**config.mk**
```make
export PLATFORM = sky130hd
export DESIGN_NAME = xvc_jtag_shifter
export DESIGN_NICKNAME = d
export VERILOG_FILES = /design/src/rtl/xvc_jtag_shifter.sv
export SDC_FILE = /design/constraint.sdc
export NUM_CORES = 1
export LEC_CHECK = 0
export CORE_UTILIZATION = 56
export CTS_BUF_LIST = sky130_fd_sc_hd__clkbuf_2 sky130_fd_sc_hd__clkbuf_4 sky130_fd_sc_hd__clkbuf_8
export DETAILED_ROUTE_END_ITERATION = 6
export HOLD_SLACK_MARGIN = 0.12
export PLACE_DENSITY = 0.82
export SLEW_MARGIN = 40
export SYNTH_ARGS = -nofsm -noshare
export SYNTH_HDL_FRONTEND = slang
export SYNTH_SLANG_ARGS = --single-unit
```
**constraint.sdc**
```tcl
create_clock -name clock -period 3.4 [get_ports clock]
set_clock_uncertainty 0.2 [all_clocks]
set_input_delay 0.68 -clock clock [delete_from_list [all_inputs] [get_ports clock]]
set_output_delay 0.68 -clock clock [all_outputs]
set_load 0.005 [all_outputs]
```
**src/rtl/xvc_jtag_shifter.sv**
```systemverilog
// xvc_jtag_shifter: drives TCK/TMS/TDI for an XVC shift command and returns captured TDO bytes
module xvc_jtag_shifter #(
    parameter int TCK_DIV  = 4,
    parameter int MAX_BITS = 32768
) (
    input  logic        clock,
    input  logic        reset,
    input  logic        cmd_valid,
    output logic        cmd_ready,
    input  logic [31:0] cmd_len,
    input  logic        in_valid,
    output logic        in_ready,
    input  logic [7:0]  in_tms,
    input  logic [7:0]  in_tdi,
    output logic        out_valid,
    input  logic        out_ready,
    output logic [7:0]  out_tdo,
    output logic        done_port,
    output logic        error,
    output logic        jtag_tck,
    output logic        jtag_tms,
    output logic        jtag_tdi,
    input  logic        jtag_tdo
);
    typedef enum logic [2:0] {IDLE, FETCH, TCK_LOW, TCK_HIGH, EMIT, FINISH} state_t;

    localparam logic [31:0] MAX_LEN  = 32'(MAX_BITS);
    localparam logic [7:0]  DIV_LAST = 8'(TCK_DIV - 1);

    state_t      state, state_next;
    logic [31:0] remaining;
    logic [7:0]  tms_r, tdi_r, tdo_r, cnt;
    logic [2:0]  idx;
    logic        err_r, half_end, byte_end;

    // next state: a half-period ends when the divider reaches its last count
    always_comb begin
        state_next = state;
        half_end = cnt == DIV_LAST;
        byte_end = remaining == 32'd1 || idx == 3'd7;
        case (state)
            IDLE:     if (cmd_valid && cmd_ready)
                          state_next = (cmd_len == 32'd0 || cmd_len > MAX_LEN) ? FINISH : FETCH;
            FETCH:    if (in_valid && in_ready) state_next = TCK_LOW;
            TCK_LOW:  if (half_end) state_next = TCK_HIGH;
            TCK_HIGH: if (half_end) state_next = byte_end ? EMIT : TCK_LOW;
            EMIT:     if (out_ready) state_next = (remaining != 32'd0) ? FETCH : FINISH;
            FINISH:   state_next = IDLE;
            default:  state_next = IDLE;
        endcase
    end

    // state register
    always_ff @(posedge clock) begin
        if (reset) state <= IDLE;
        else       state <= state_next;
    end

    // registered handshakes, JTAG pins and shift datapath
    always_ff @(posedge clock) begin
        if (reset) begin
            cmd_ready <= 1'b0;
            in_ready  <= 1'b0;
            out_valid <= 1'b0;
            out_tdo   <= 8'd0;
            done_port <= 1'b0;
            error     <= 1'b0;
            jtag_tck  <= 1'b0;
            jtag_tms  <= 1'b1;
            jtag_tdi  <= 1'b0;
            remaining <= 32'd0;
            tms_r     <= 8'd0;
            tdi_r     <= 8'd0;
            tdo_r     <= 8'd0;
            cnt       <= 8'd0;
            idx       <= 3'd0;
            err_r     <= 1'b0;
        end else begin
            cmd_ready <= state_next == IDLE;
            in_ready  <= state_next == FETCH;
            out_valid <= state_next == EMIT;
            done_port <= state == FINISH;
            error     <= state == FINISH && err_r;
            case (state)
                IDLE: if (cmd_valid && cmd_ready) begin
                    remaining <= cmd_len;
                    err_r     <= cmd_len > MAX_LEN;
                end
                FETCH: if (in_valid && in_ready) begin
                    tms_r    <= in_tms;
                    tdi_r    <= in_tdi;
                    tdo_r    <= 8'd0;
                    idx      <= 3'd0;
                    cnt      <= 8'd0;
                    jtag_tms <= in_tms[0];
                    jtag_tdi <= in_tdi[0];
                end
                TCK_LOW: if (half_end) begin
                    tdo_r[idx] <= jtag_tdo;
                    jtag_tck   <= 1'b1;
                    cnt        <= 8'd0;
                end else begin
                    cnt <= cnt + 8'd1;
                end
                TCK_HIGH: if (half_end) begin
                    jtag_tck  <= 1'b0;
                    cnt       <= 8'd0;
                    remaining <= remaining - 32'd1;
                    if (byte_end) begin
                        out_tdo <= tdo_r;
                    end else begin
                        idx      <= idx + 3'd1;
                        jtag_tms <= tms_r[idx + 3'd1];
                        jtag_tdi <= tdi_r[idx + 3'd1];
                    end
                end else begin
                    cnt <= cnt + 8'd1;
                end
                default: ;
            endcase
        end
    end
endmodule

```
# == Yosys cells after proc, flatten, opt, wreduce, memory -nomap -nowiden ==
# Index checks and enable logic that the tools add are counted.
# classes
magnitude_cmp,4
muxes,39
n_addsub,3
reduce_logical,24
eq_ne,15
# op_table
operator,n
$mux 32,2
$pmux 32 s2,1
$mux 3,11
$eq 32x1->1 const B,1
$gt 32x16->1 const B,1
$logic_not 32->1,1
$pmux 8 s2,2
$reduce_bool 32->1,1
$sub 32x1->32 const B,1
$mux 8,3
$pmux 3 s5,1
$eq 3x3->1 const B,4
$reduce_and 3->1,4
$mux 1,11
$ne 2x2->1 const B,5
$reduce_bool 2->1,5
$add 8x1->8 const B,1
$bwmux 8,1
$eq 8x2->1 const B,1
$lt 3x4->1 const B,2
$bmux 1 s3,2
$eq 3x1->1 const B,2
$eq 3x2->1 const B,2
$logic_not 3->1,2
other kinds (10),18
# totals
out_inout_bits,16
word_cells,102
input_bits,54
register_bits,87

# == Logic depth before layout (Yosys ltp) ==
# depth
ltp_word,7
mapped_depth,10
mapped_depth_nobuf,8

# == Least setup slack after synthesis ==
# Ideal clock, no wire load.
# synth_path
kind,reg2reg
startpoint,register remaining[0]
endpoint,register remaining[18]
stages_incl_launch_ff,11
required_ns,3.072
arrival_ns,2.135
path_buffers,2
slack_ns,0.938
setup_time_ns,0.128
synth_period_minus_slack_ns,2.462
path_cell_list,dfxtp_1 > inv_1 > ha_1 > or3b_2 > clkbuf_1 > or3_1 > clkbuf_1 > nor4_1 > o21ai_0 > a22oi_1 > nor2_1
# synth_via
elab_chain_cells,3
# synth_rtl
element,line,text
from (decl),31,logic [31:0] remaining;
from (signal assigned),86,remaining <= cmd_len;
from (signal assigned),108,remaining <= remaining - 32'd1;
$sub 32x1->32,108,
$mux 32,105,TCK_HIGH: if (half_end) begin
$pmux 32 s2,84,case (state)
# Every way passes these cells. The select of a mux whose other input is x is not followed.
# A chain may end at the register's enable or synchronous reset.

# == Final worst setup path ==
# layout_path
startpoint,register cnt[0]
endpoint,register remaining[27]
# layout_via
elab_chain_cells,3
# layout_rtl
element,line,text
from (decl),32,"logic [7:0] tms_r, tdi_r, tdo_r, cnt;"
from (signal assigned),103,cnt <= cnt + 8'd1;
from (signal assigned),117,cnt <= cnt + 8'd1;
$eq 8x2->1,39,half_end = cnt == DIV_LAST;
$ne 2x2->1 (no line),n/a,
$reduce_and 3->1 (no line),n/a,
# Every way passes these cells.

==> results_dict.tcl <==
set metrics [dict create \
    outcome "complete, but fails checks" \
    violations "design-rule violations" \
    cp_max_fo 7 \
    rr_worst_depth 6 \
    m1WireLength_um 5160 \
    layout_commonest_cell "dfxtp_1" \
    port_buffers 69 \
    grt_pass1_vias 4308 \
    synth-main-ff-cell "dfxtp_1" \
    criticalPathCategory "reg2reg" \
    syn_to_final_growth_pct 20.4 \
    syn-cell-area_um2 4590 \
    hp-start "tms_r[7]$_SDFFE_PP0P_" \
    final_core_util_pct 70.5 \
    yosys.area.top_type "dfxtp_1" \
    drc 1 \
    htreeDepth 3 \
    start_util_pct 58.5 \
    power_density_nw_per_um2 532 \
    postRouteAntennaNets 0 \
    hold_path_depth 2 \
    internal-power_mw 1.84 \
    overflow 0 \
    num_vias 4569 \
    postSynthAreaPerCell_um2 7.97 \
    r2r_end "remaining[27]$_SDFFE_PP0P_" \
    yosys_warnings 0 \
    synth_edf_count 0 \
    cts_root_buf "clkbuf_8" \
    seq_power_share_pct 40.8 \
    power_frac_comb_pct 33.6 \
    async_flop_share_pct 0 \
    synthCells 576 \
    wl_per_cell_um 16.2 \
    coreArea_um2 7850 \
    cts_buffer_depth 2 \
    cts_hold_buf 0 \
    met3WireLength_um 663 \
    ys_ff_latch 87 \
    clkLatencyLatePin_ns 0.36 \
    drt_iter0_markers 318 \
    wl_met2_um 5680 \
    max-vdd-ir-drop_mv 0.317 \
    post-route-period-util_pct 84.3 \
    cts_resized 0 \
    postCtsSetupBuffers 0 \
    netSwitchingPower_mw 1.10 \
    hold_slack_ns 0.258 \
    topRoutingLayerUsed "met4" \
    start_kind "flip-flop" \
    drive_gt1_share_pct 8.28 \
    finalHoldViolations 0 \
    rsz0062_at_grt "false" \
    rrSetupSlack_ns 0.53 \
    setup_violations 0 \
    arrival_ns 2.92 \
    ys_types 67 \
    dp_hpwl_um 8340 \
    cp.required_ns 3.46 \
    pwr-share-clk_pct 25.6 \
    hold_path.class "reg2reg" \
    netlist_top_cells_area "dfxtp_1 (38%), nand2_1 (6.9%), a21oi_1 (6.4%), nor2_1 (4.7%), o21ai_0 (3.3%)" \
    dr.pass1.iters 7 \
    cts_tree "built" \
    endpoint_kind "flip-flop" \
    p_sw_share_pct 37.4 \
    slowest_delay_ns 0.52 \
    final_nets 683 \
    drt_wl_total_um 11800 \
    clk_pin_slew_ns 0.09 \
    grt_usage_pct 28.6 \
    seq_area_frac_synth_pct 37.9 \
    via_per_inst 6.26 \
    syn-num-nets 636 \
    worstMarginPinSlew_ns 0.762 \
    synth_top_area_share_pct 37.9 \
    dieArea_um2 8570 \
    grt_pass1_wl_um 19900 \
    clock_sinks 87 \
    relSlewSlack_pct 48.7 \
    timing.rr.start "cnt[0]$_SDFFE_PP0P_" \
    rows 32 \
    maxCapViolations 0 \
    crit_slowest_cell "or4_1" \
    worstHoldEndpoint "tms_r[7]$_SDFFE_PP0P_" \
    layout_min_cycle_time_ns 2.87 \
    gp_congestion 0.847 \
    dieWidth_um 92.6 \
    cts_buffers 9 \
    critical_path.cell_chain "ha_1 > or4b_4 > nor4_4 > a21oi_1 > or4_1 > a32o_1" \
    tns_ns 0 \
    leakage_nw 1.88 \
    antenna_found_initial 0 \
    grt_max_degree 57 \
    ioPinCount 70 \
    slew_viol_final 0 \
    final_cell_mix "dfxtp_1 (87), nand2_1 (84), clkdlybuf4s50_1 (68)" \
    die_y_um 92.6 \
    num_antenna_cells 0 \
    max_freq_ghz 0.349 \
]
-- power by group through the flow --
stage | registers [mW] | clock network [mW] | logic, mW
floorplan | 1.19 | 0 | 0.694
global placement | 1.22 | 0 | 0.937
finish | 1.20 | 0.752 | 0.989
CTS | 1.20 | 0.756 | 0.972
global route | 1.21 | 0.803 | 1.07
detailed placement | 1.22 | 0 | 0.965
-- Yosys cell counts, drive strengths merged, types with 5 or more instances --
master and count:
nand2 85, nor4 15, o21ai 31, a211oi 8, a22oi 6, a32o 7
nor3b 6, mux2i 10, buf 13, nand2b 7, and3 6, a21oi 59
clkbuf 33, o211ai 7, nand3 23, dfxtp 87, ha 6, nor3 25
o31ai 6, nor2 58, or3 5
-- cells by family (layout without fill, tap and decap cells) --
| logic type | after synthesis | count (layout) | share of synthesized area [%] |
|---|---|---|---|
| and+or+nand+nor | 255 | 255 | 28.1 |
| adders and majority gates | 6 | 6 | 1.63 |
| muxes | 14 | 14 | 4.14 |
| AOI/OAI and AO/OA | 163 | 163 | 23.3 |
| buffers and inverters | 49 | 101 | 4.50 |
| DFF | 87 | 87 | 37.9 |
| xor gates and xnor gates | 2 | 2 | 0.382 |
-- registers in the layout, summed over array words and instances (netlist names) --
name / flops
tdi_r: 8
jtag_tms: 1
done_port: 1
jtag_tdi: 1
cnt: 8
err_r: 1
tms_r: 8
out_tdo: 8
idx: 3
cmd_ready: 1
tdo_r: 8
remaining: 32
state: 3
error: 1
jtag_tck: 1
out_valid: 1
in_ready: 1
-- worst max-delay path by stage --
stage	start	endpoint	slack [ns]
4_1_cts	cnt[0]$_SDFFE_PP0P_	remaining[27]$_SDFFE_PP0P_	0.57
5_1_grt	cnt[0]$_SDFFE_PP0P_	remaining[27]$_SDFFE_PP0P_	0.44
3_5_place_dp	cmd_len[0]	cmd_ready$_SDFF_PP0_	0.49
6_report	cnt[0]$_SDFFE_PP0P_	remaining[27]$_SDFFE_PP0P_	0.53
2_1_floorplan	remaining[0]$_SDFFE_PP0P_	remaining[18]$_SDFFE_PP0P_	0.94
3_3_place_gp	cmd_valid	remaining[27]$_SDFFE_PP0P_	0.61
-- critical path: cells and delay by family (launching register included) --
family	cells	cell delay, ns
simple gates	3	1.42
flops	1	0.38
compound gates	2	0.55
fa+ha+maj	1	0.21
-- metrics by stage --
step	area (um^2)	instances	power (mW)	setup WS (ns)
after floorplan	4590	576	1.88	0.938
after global placement	5330	714	2.15	0.611
after detailed placement	5330	714	2.18	0.485
after CTS	5530	730	2.92	0.570
after global routing	5530	730	3.09	0.437
final	5530	730	2.94	0.535
-- layout make-up --
type	count	area (um^2)
Clock inverter	6	67.6
Tap cell	102	128
Inverter	3	11.3
Timing Repair Buffer	82	796
Sequential cell	87	1740
Clock buffer	10	138
Fill cell	651	2320
Multi-Input combinational cell	440	2650
-- per-layer routing --
layer	track usage, %	up-vias
met2	48.6	178
met1	36.0	2145
li1	-	2213
met3	4.11	33
met5	0	-
met4	12.5	0
No activity file was read; power rests on OpenSTA's default activity.
